### config.mk
export PLATFORM = sky130hd
export DESIGN_NAME = ex_muldiv
export DESIGN_NICKNAME = d
export VERILOG_FILES = /design/src/rtl/ex_muldiv.sv
export SDC_FILE = /design/constraint.sdc
export NUM_CORES = 1
export LEC_CHECK = 0
export CORE_ASPECT_RATIO = 2
export CORE_MARGIN = 2
export CORE_UTILIZATION = 60
export DETAILED_ROUTE_END_ITERATION = 8
export HOLD_SLACK_MARGIN = 0.05
export PLACE_DENSITY = 0.95
export REMOVE_ABC_BUFFERS = 1
export SYNTH_ARGS = -nofsm -noshare
export SYNTH_HDL_FRONTEND = slang
export SYNTH_SLANG_ARGS = --single-unit
### constraint.sdc
create_clock -name clk -period 10.05 [get_ports clk]
set_clock_uncertainty 0.05 [all_clocks]
set_input_delay 3.015 -clock clk [delete_from_list [all_inputs] [get_ports clk]]
set_output_delay 3.015 -clock clk [all_outputs]
set_load 0.02 [all_outputs]
### src/rtl/ex_muldiv.sv
// rtl/ex_muldiv.sv - iterative HI/LO multiply/divide unit with operand forwarding
// Divider datapath and DIV/FIX states are built only when EX_MULDIV_DIV_EN is defined.
module ex_muldiv #(
  parameter int XLEN = 32,
  parameter int NFWD = 2,
  parameter int FSEL = $clog2(NFWD + 1)
) (
  input  logic                 clk,
  input  logic                 rst_n,
  input  logic                 start,
  input  logic [2:0]           md_op,
  input  logic [FSEL-1:0]      fwd_rs,
  input  logic [FSEL-1:0]      fwd_rt,
  input  logic [NFWD*XLEN-1:0] fwd_data,
  input  logic [XLEN-1:0]      rs_pipeline,
  input  logic [XLEN-1:0]      rt_pipeline,
  input  logic                 flush,
  output logic                 busy,
  output logic                 done,
  output logic [XLEN-1:0]      hi,
  output logic [XLEN-1:0]      lo
);
  localparam int CW = $clog2(XLEN);

  typedef enum logic [1:0] {S_IDLE, S_MUL, S_DIV, S_FIX} state_e;

  state_e              state_q, state_d;
  logic [CW-1:0]       cnt_q;
  logic [2*XLEN-1:0]   acc_q;
  logic [XLEN-1:0]     b_q;
  logic                neg_q;
  logic [XLEN-1:0]     hi_q, lo_q;
  logic                done_q;

  logic [XLEN-1:0]     rs_val, rt_val, rs_mag, rt_mag;
  logic                op_mul, op_div, op_mt, op_signed, rs_neg, rt_neg;
  logic                accept, go_mul, go_div, go_mt, last, mul_wr, fix_wr;
  logic [XLEN:0]       msum;
  logic [2*XLEN-1:0]   mul_next, mul_res;

  always_comb begin
    rs_val = rs_pipeline;
    rt_val = rt_pipeline;
    for (int i = 0; i < NFWD; i++) begin
      if (fwd_rs == FSEL'(i)) rs_val = fwd_data[i*XLEN +: XLEN];
      if (fwd_rt == FSEL'(i)) rt_val = fwd_data[i*XLEN +: XLEN];
    end
  end

  assign op_mul    = (md_op == 3'd1) || (md_op == 3'd2);
  assign op_mt     = (md_op == 3'd5) || (md_op == 3'd6);
  assign op_signed = (md_op == 3'd1) || (md_op == 3'd3);
`ifdef EX_MULDIV_DIV_EN
  assign op_div    = (md_op == 3'd3) || (md_op == 3'd4);
`else
  assign op_div    = 1'b0;
`endif

  assign accept = start && !busy && !flush;
  assign go_mul = accept && op_mul;
  assign go_div = accept && op_div;
  assign go_mt  = accept && op_mt;

  // Both datapaths iterate on magnitudes; the sign is reapplied at the end,
  // which keeps the most-negative operand exact.
  assign rs_neg = op_signed && rs_val[XLEN-1];
  assign rt_neg = op_signed && rt_val[XLEN-1];
  assign rs_mag = rs_neg ? (~rs_val + 1'b1) : rs_val;
  assign rt_mag = rt_neg ? (~rt_val + 1'b1) : rt_val;

  assign msum     = {1'b0, acc_q[2*XLEN-1:XLEN]} + (acc_q[0] ? {1'b0, b_q} : '0);
  assign mul_next = {msum, acc_q[XLEN-1:1]};
  assign mul_res  = neg_q ? (~mul_next + 1'b1) : mul_next;

`ifdef EX_MULDIV_DIV_EN
  logic                rneg_q, dz_q;
  logic [XLEN:0]       dshift, ddiff;
  logic                qbit;
  logic [2*XLEN-1:0]   div_next;
  logic [XLEN-1:0]     quo_fix, rem_fix;

  // acc_q holds {remainder, dividend/quotient}; one restoring step per cycle.
  assign dshift   = {acc_q[2*XLEN-1:XLEN], acc_q[XLEN-1]};
  assign ddiff    = dshift - {1'b0, b_q};
  assign qbit     = !ddiff[XLEN];
  assign div_next = {(qbit ? ddiff[XLEN-1:0] : dshift[XLEN-1:0]), acc_q[XLEN-2:0], qbit};
  assign quo_fix  = neg_q ? (~acc_q[XLEN-1:0] + 1'b1) : acc_q[XLEN-1:0];
  assign rem_fix  = rneg_q ? (~acc_q[2*XLEN-1:XLEN] + 1'b1) : acc_q[2*XLEN-1:XLEN];
`endif

  always_ff @(posedge clk or negedge rst_n) begin
    if (!rst_n) state_q <= S_IDLE;
    else        state_q <= state_d;
  end

  always_comb begin
    state_d = state_q;
    if (flush) begin
      state_d = S_IDLE;
    end else begin
      case (state_q)
        S_IDLE: begin
          if (go_mul)      state_d = S_MUL;
          else if (go_div) state_d = S_DIV;
        end
        S_MUL:   if (last) state_d = S_IDLE;
`ifdef EX_MULDIV_DIV_EN
        S_DIV:   if (last) state_d = S_FIX;
        S_FIX:   state_d = S_IDLE;
`endif
        default: state_d = S_IDLE;
      endcase
    end
  end

  always_comb begin
    busy   = (state_q != S_IDLE);
    last   = (cnt_q == CW'(XLEN - 1));
    mul_wr = (state_q == S_MUL) && last && !flush;
`ifdef EX_MULDIV_DIV_EN
    fix_wr = (state_q == S_FIX) && !flush;
`else
    fix_wr = 1'b0;
`endif
  end

  always_ff @(posedge clk or negedge rst_n) begin
    if (!rst_n) begin
      cnt_q  <= '0;
      acc_q  <= '0;
      b_q    <= '0;
      neg_q  <= 1'b0;
      hi_q   <= '0;
      lo_q   <= '0;
      done_q <= 1'b0;
`ifdef EX_MULDIV_DIV_EN
      rneg_q <= 1'b0;
      dz_q   <= 1'b0;
`endif
    end else begin
      done_q <= mul_wr || fix_wr;
      if (flush || go_mul || go_div)                    cnt_q <= '0;
      else if (state_q == S_MUL || state_q == S_DIV)    cnt_q <= cnt_q + 1'b1;
      if (go_mul || go_div) begin
        acc_q <= {{XLEN{1'b0}}, rs_mag};
        b_q   <= rt_mag;
        neg_q <= rs_neg ^ rt_neg;
`ifdef EX_MULDIV_DIV_EN
        rneg_q <= rs_neg;
        dz_q   <= (rt_val == '0);
`endif
      end else if (state_q == S_MUL) begin
        acc_q <= mul_next;
`ifdef EX_MULDIV_DIV_EN
      end else if (state_q == S_DIV) begin
        acc_q <= div_next;
`endif
      end
      if (go_mt && md_op == 3'd5) hi_q <= rs_val;
      if (go_mt && md_op == 3'd6) lo_q <= rs_val;
      if (mul_wr) {hi_q, lo_q} <= mul_res;
`ifdef EX_MULDIV_DIV_EN
      // A zero divisor leaves the dividend magnitude in the remainder, so rem_fix is the dividend.
      if (fix_wr) begin
        hi_q <= rem_fix;
        lo_q <= dz_q ? '1 : quo_fix;
      end
`endif
    end
  end

  assign done = done_q;
  assign hi   = hi_q;
  assign lo   = lo_q;

endmodule

==> results.toml, run 1 <==
[power_and_ir_drop]
power_frac_seq_pct = 32.3
internal_power_mw = 1.89
power_leakage_nw = 6.61
powerDensity_nw_per_um2 = 209
power.combinational.fraction_pct = 47.1
switchingPower_mw = 1.40
max-vdd-ir-drop_uv = 191
clock_power_share_pct = 20.6
power.share.switching_pct = 42.6

[cts]
insertion_delay_ns = 0.45
tritoncts_buffers = 17
cts_tree = "done"
depth_of_the_cts_h_tree = 4
count_of_cells_resized_by_post_cts_repair = 0
post_cts.repair.setup_buffers = 0
cts.path.max_buffers = 2
clkSlewWorstSetupHoldPaths_ns = 0.07
hold_fix_buffer_count_after_cts = 0
clock-root-buffer = "clkbuf_16"
clock-sinks = 168

[finish]
fin_nets = 1911
drive_gt1_share_pct = 5.10
most_frequent_cells_in_the_layout = "206 x nand2_1, 199 x clkdlybuf4s50_1, 179 x o21ai_0"
layout.cells.most_common = "nand2_1"
stdcell_area_um2 = 15700
layout_overhead_on_the_synthesized_area_pct = 20.1

[synth]
syn_inst = 1610
ys.flop_type = "dfrtp_1"
post_synth_instance_area_um2 = 13100
yosys_warnings = 0
yosys_register_bits = 168
synth_compound_gate_area_share_pct = 24.1
yosys.area_share.xor_xnor_pct = 9.77
post_synth_main_area_contributors = "dfrtp_1 32%, mux2i_1 7.3%, o21ai_0 6.8%"
synth-edff-count = 0
proportion_of_synthesized_area_in_mux_cells_pct = 8.21
post_synth.cell_area_avg_um2 = 8.13
synth_top_family_by_area = "compound AO/OA/AOI/OAI gates"
synthSimpleGateAreaFrac_pct = 18.2
synth_top_area_cell = "dfrtp_1"
seq_area_frac_synth_pct = 32.1
ys_async_rst_share_pct = 100
yosys_top_cell_area_share_pct = 32.1
yosys.area_share.adder_pct = 3.69
synth.lib_cells_used.distinct = 75

[run_status]
outcome = "completed"

[setup_path]
r2r_slack_ns = 4.16
critical_path_class = "in2reg"
critical_path.startpoint_type = "input pin"
critical_path.top_delay_family = "simple AND/OR/NAND/NOR gates"
regToRegEndpoint = "hi[30]"
worstSetupEndpointType = "flip-flop"
worstRegToRegCells = 14
critPathMaxStageDelay_ns = 0.57
r2r_start = "acc_q[0]"
path_cells = "buf_2 -> mux2_2 -> mux2i_1 -> nand3_1 -> or3_1 -> or2_2 -> nor2b_1 -> nand2_1 -> or3_1 -> o31ai_1 -> xnor2_1 -> o21ai_0"
required_ns = 10.29
critPathMostFrequentCell = "or3_1"
cell_type_of_the_slowest_stage_on_the_worst_timing_path = "buf_2"
critical_path_arrival_ns = 6.61
crit_path_max_fanout = 22
worstPathBufferInverterCount = 1

[drt]
detail_route.drc_violations = 0
detail_route.first_pass.iterations = 6
post_route_antenna_net_violation_count = 0
vias_per_cell = 6.63
routedWlPerCell_um = 21.9
initialDrtViolationCount = 1215
wl_um = 44300
route.vias.total = 13400

[floorplanning]
ios = 205
row_count = 76
die_height_um = 213
die_area_um2 = 23100
chip_width_um = 108
core_region_area_um2 = 21500
start_util_pct = 60.9

[timing]
fin_tns_setup_ns = 0
drv_slew = 0
post_route_clock_period_utilization_pct = 63.4
final.min_clock_period_ns = 6.37
slew-limit-headroom_pct = 12.2
setup_viol_count_final = 0
achievable-frequency_mhz = 157
final_hold_violation_count = 0
worst_slew_pin_slew_ns = 1.31
grt_setup_unrepaired = "false"

[placement]
numPortBuffers = 204
dp_hpwl_um = 32600
globalplace.congestion = 1.01
placement.cell_area_um2 = 15100

[global_route]
grt_pass1_wl_um = 69300
pin_count_of_the_biggest_net_entering_global_routing = 126
first_global_vias = 13300
antenna_violations_before_repair = 2
overflow = 0
grtUsageTotal_pct = 39.2

[worst_hold_path]
hold_path_startpoint = "b_q[1]"
min_path_cells = 2
holdPathEnd = "b_q[1]"
worst_hold_path_type = "reg2reg"

[job]
drv_cap = 0
==> per-layer routing <==
layer  global-route usage, %  up-vias  wire, um
li1                        -     6037         -
met1                    44.0     6322     15300
met2                    63.8      784     21700
met3                    6.96      256      3250
met4                    32.1        0      4090
met5                       0        -         0
==> flip-flops by register name (all words and copies together), names as in the netlist <==
signal	cells
done	1
hi	32
state_q	1
acc_q	64
b_q	32
cnt_q	5
neg_q	1
lo	32
==> stage by stage <==
stage | worst slack [ns] | cells | power [mW] | utilization, % | hold slack, ns
finish | 3.68 | 2021 | 3.28 | 73.1 | 0.425
global route | 3.51 | 2021 | 3.46 | 73.1 | 0.467
CTS | 3.73 | 2019 | 3.24 | 73.1 | 0.427
detailed placement | 3.27 | 1988 | 2.55 | 70.4 | 0.413
global placement | 3.32 | 1988 | 2.51 | 70.4 | 0.404
floorplan | 4.23 | 1495 | 2.00 | - | 0.392
==> worst reg2reg max path, stage by stage (launching register included) <==
cell,delay [ns]
dfrtp_1,0.75
and2_1,0.34
ha_1,0.21
fa_1,0.41
a21o_1,0.26
a221oi_4,0.49
nor2_1,0.26
o31ai_4,0.42
o2111ai_1,0.28
or4b_1,0.73
or3b_1,0.55
or4_1,0.50
o21ai_1,0.18
xor2_1,0.26
o21ai_1,0.09
==> cells in the mapped netlist, types with 4 or more instances <==
cell         n
a211oi_1    47
a21o_1       6
a21oi_1    145
a22oi_1     27
a31oi_1      5
and2_1      45
and3_1      11
and4_1       5
buf_1       17
buf_2        9
buf_4        4
clkbuf_1    85
dfrtp_1    168
ha_1        37
inv_1       12
mux2_2      11
mux2i_1     95
nand2_1    206
nand2b_1     7
nand3_1     19
nand4_1     13
nor2_1     125
nor2b_1      4
nor3_1      16
nor4_1       4
o2111ai_1    4
o211ai_1     7
o21a_1      10
o21ai_0    179
o21ai_1     10
o21bai_1     5
o221ai_1     4
o31ai_1     25
o41ai_1     11
or2_2       10
or3_1       16
or3_4        4
or4_1        8
xnor2_1     74
xor2_1      72
==> power groups by stage <==
stage | clock, mW | sequential, mW | combinational, mW
finish | 0.677 | 1.06 | 1.55
global route | 0.701 | 1.08 | 1.67
CTS | 0.675 | 1.05 | 1.51
detailed placement | 0 | 1.06 | 1.49
global placement | 0 | 1.05 | 1.46
floorplan | 0 | 1.09 | 0.904
==> kinds of logic (layout without fill, tap and decap cells) <==
family          after synthesis  in the layout
compound gates              516            516
simple gates                508            508
flops                       168            168
xor+xnor                    146            146
buf+inv                     128            264
mux                         106            106
fa+ha+maj                    38             38
other cells                   0              2
==> final cells by class <==
cell class / instances / area (um^2)
Antenna cell: 2 / 5.00
Clock buffer: 21 / 440
Clock inverter: 10 / 146
Fill cell: 1568 / 5770
Inverter: 13 / 50.0
Multi-Input combinational cell: 1314 / 8380
Sequential cell: 168 / 4210
Tap cell: 273 / 342
Timing Repair Buffer: 220 / 2140
==> how the worst max path moves through the flow <==
stage          startpoint      end  depth (start not counted)
5_1_grt         fwd_rt[0]  b_q[29]                         12
3_5_place_dp    fwd_rt[0]  b_q[29]                         12
2_1_floorplan   fwd_rt[0]  b_q[29]                         11
4_1_cts         fwd_rt[0]  b_q[29]                         12
3_3_place_gp    fwd_rt[0]  b_q[29]                         12
6_report        fwd_rt[0]  b_q[29]                         12
Note: power is estimated with default switching activity, not from simulation.
==> run 2, diff against run 1 <==
Settings changed: CORE_UTILIZATION 60 to 56, PLACE_DENSITY 0.95 to 0.94.
Clock period 10.05 ns to 6.1 ns, I/O delays scaled along.
==> results.toml, run 2 (synthesis results as in run 1) <==
[run_status]
outcome = "completed"

[setup_path]
worstPathBufferInverterCount = 1
required_ns = 6.34
critical_path_arrival_ns = 5.27
worstSetupEndpointType = "flip-flop"
crit_path_max_fanout = 23
path_cells = "buf_4 -> and2_1 -> fa_1 -> a21o_1 -> a221o_1 -> and2_1 -> or3_1 -> a222oi_1 -> o211ai_1 -> or4_1 -> or2_4 -> o31ai_1 -> xor2_1 -> a21oi_1"
critPathMostFrequentCell = "and2_1"
critPathMaxStageDelay_ns = 0.68
cell_type_of_the_slowest_stage_on_the_worst_timing_path = "or4_1"
critical_path.top_delay_family = "simple AND/OR/NAND/NOR gates"
critical_path.startpoint_type = "flip-flop"
critical_path_class = "reg2reg"

[floorplanning]
core_region_area_um2 = 23100
die_area_um2 = 24700
start_util_pct = 56.6
ios = 205
die_height_um = 220
row_count = 79
chip_width_um = 112

[finish]
most_frequent_cells_in_the_layout = "206 x nand2_1, 199 x clkdlybuf4s50_1, 179 x o21ai_0"
fin_nets = 1924
largest_register_ff_count = 64
layout.cells.most_common = "nand2_1"
layout_overhead_on_the_synthesized_area_pct = 21.2
drive_gt1_share_pct = 5.97
layoutNonFillerInstCount = 2047
largest_register = "acc_q"
stdcell_area_um2 = 15900

[cts]
cts.path.max_buffers = 2
insertion_delay_ns = 0.45
clock-root-buffer = "clkbuf_16"
clock-sinks = 168
cts_tree = "done"
hold_fix_buffer_count_after_cts = 0
clkSlewWorstSetupHoldPaths_ns = 0.07
post_cts.repair.setup_buffers = 0
tritoncts_buffers = 17
count_of_cells_resized_by_post_cts_repair = 0
depth_of_the_cts_h_tree = 4

[timing]
slew-limit-headroom_pct = 29.8
grt_setup_unrepaired = "false"
setup_viol_count_final = 0
final.min_clock_period_ns = 5.03
drv_slew = 0
worst_slew_pin_slew_ns = 1.05
final.setup.worst_slack_ns = 1.07
final_hold_violation_count = 0
achievable-frequency_mhz = 199
post_route_clock_period_utilization_pct = 82.5
fin_tns_setup_ns = 0

[drt]
initialDrtViolationCount = 1060
vias_per_cell = 6.52
detail_route.drc_violations = 0
wl_um = 45400
route.vias.total = 13300
routedWlPerCell_um = 22.2
post_route_antenna_net_violation_count = 0
detail_route.first_pass.iterations = 6

[global_route]
overflow = 0
pin_count_of_the_biggest_net_entering_global_routing = 109
first_global_vias = 13300
grt_pass1_wl_um = 71200
grtUsageTotal_pct = 36.7
antenna_violations_before_repair = 4

[placement]
placement.setup.worst_slack_ns = 0.854
numPortBuffers = 204
dp_hpwl_um = 34300
globalplace.congestion = 0.951
placement.cell_area_um2 = 15200
dpl.cell_count = 2011

[job]
drv_cap = 0

[worst_hold_path]
worst_hold_path_type = "reg2reg"

[power_and_ir_drop]
power_leakage_nw = 6.68
max-vdd-ir-drop_uv = 271
powerDensity_nw_per_um2 = 345
run 2: changes by cell type in the layout (fill, tap and decap cells not counted), sizes merged:
cell      change
buf          +13
clkinv        -3
clkinvlp      +4
diode         +2
run 2: tightest hold or removal path: stages (launching register included):
cell and delay [ns]:
dfrtp_1 0.34, nand2_1 0.05, o21ai_0 0.06
run 2: per-stage QoR:
| stage | hold WS, ns | util (%) | total power, mW |
|---|---|---|---|
| floorplan | 0.392 | - | 3.29 |
| global placement | 0.407 | 65.9 | 4.18 |
| detailed placement | 0.412 | 65.9 | 4.25 |
| CTS | 0.428 | 68.5 | 5.40 |
| global route | 0.448 | 68.6 | 5.76 |
| finish | 0.429 | 68.6 | 5.47 |
run 2: area by class of cell:
cell class | count | area [um^2]
Multi-Input combinational cell | 1314 | 8380
Clock inverter | 11 | 146
Sequential cell | 168 | 4210
Tap cell | 283 | 354
Inverter | 13 | 50.0
Antenna cell | 4 | 10.0
Fill cell | 1826 | 7270
Timing Repair Buffer | 233 | 2250
Clock buffer | 21 | 460
run 2: worst paths after layout:
kind	to	cells past startpoint	slack, ns	start
worst min register to register	b_q[15]	2	0.43	b_q[15]
worst max-delay path	hi[25]	14	1.07	acc_q[0]
worst max register to register	hi[25]	14	1.07	acc_q[0]
max in group asynchronous	hi[9]	2	3.44	rst_n
min in group asynchronous	acc_q[39]	1	1.46	rst_n
worst min-delay path	b_q[15]	2	0.43	b_q[15]
run 2: power breakdown:
part	internal [mW]	switching, mW	total (mW)
registers	1.43	0.296	1.73
logic	1.05	1.56	2.60
clock network	0.665	0.473	1.14
run 2: routing by layer:
layer | GRT usage, % | vias to the layer above | routed length [um]
met5 | 0 | - | 0
met4 | 26.3 | 0 | 3860
met3 | 5.53 | 224 | 3140
met2 | 63.9 | 734 | 22900
met1 | 40.5 | 6335 | 15500
li1 | - | 6054 | -
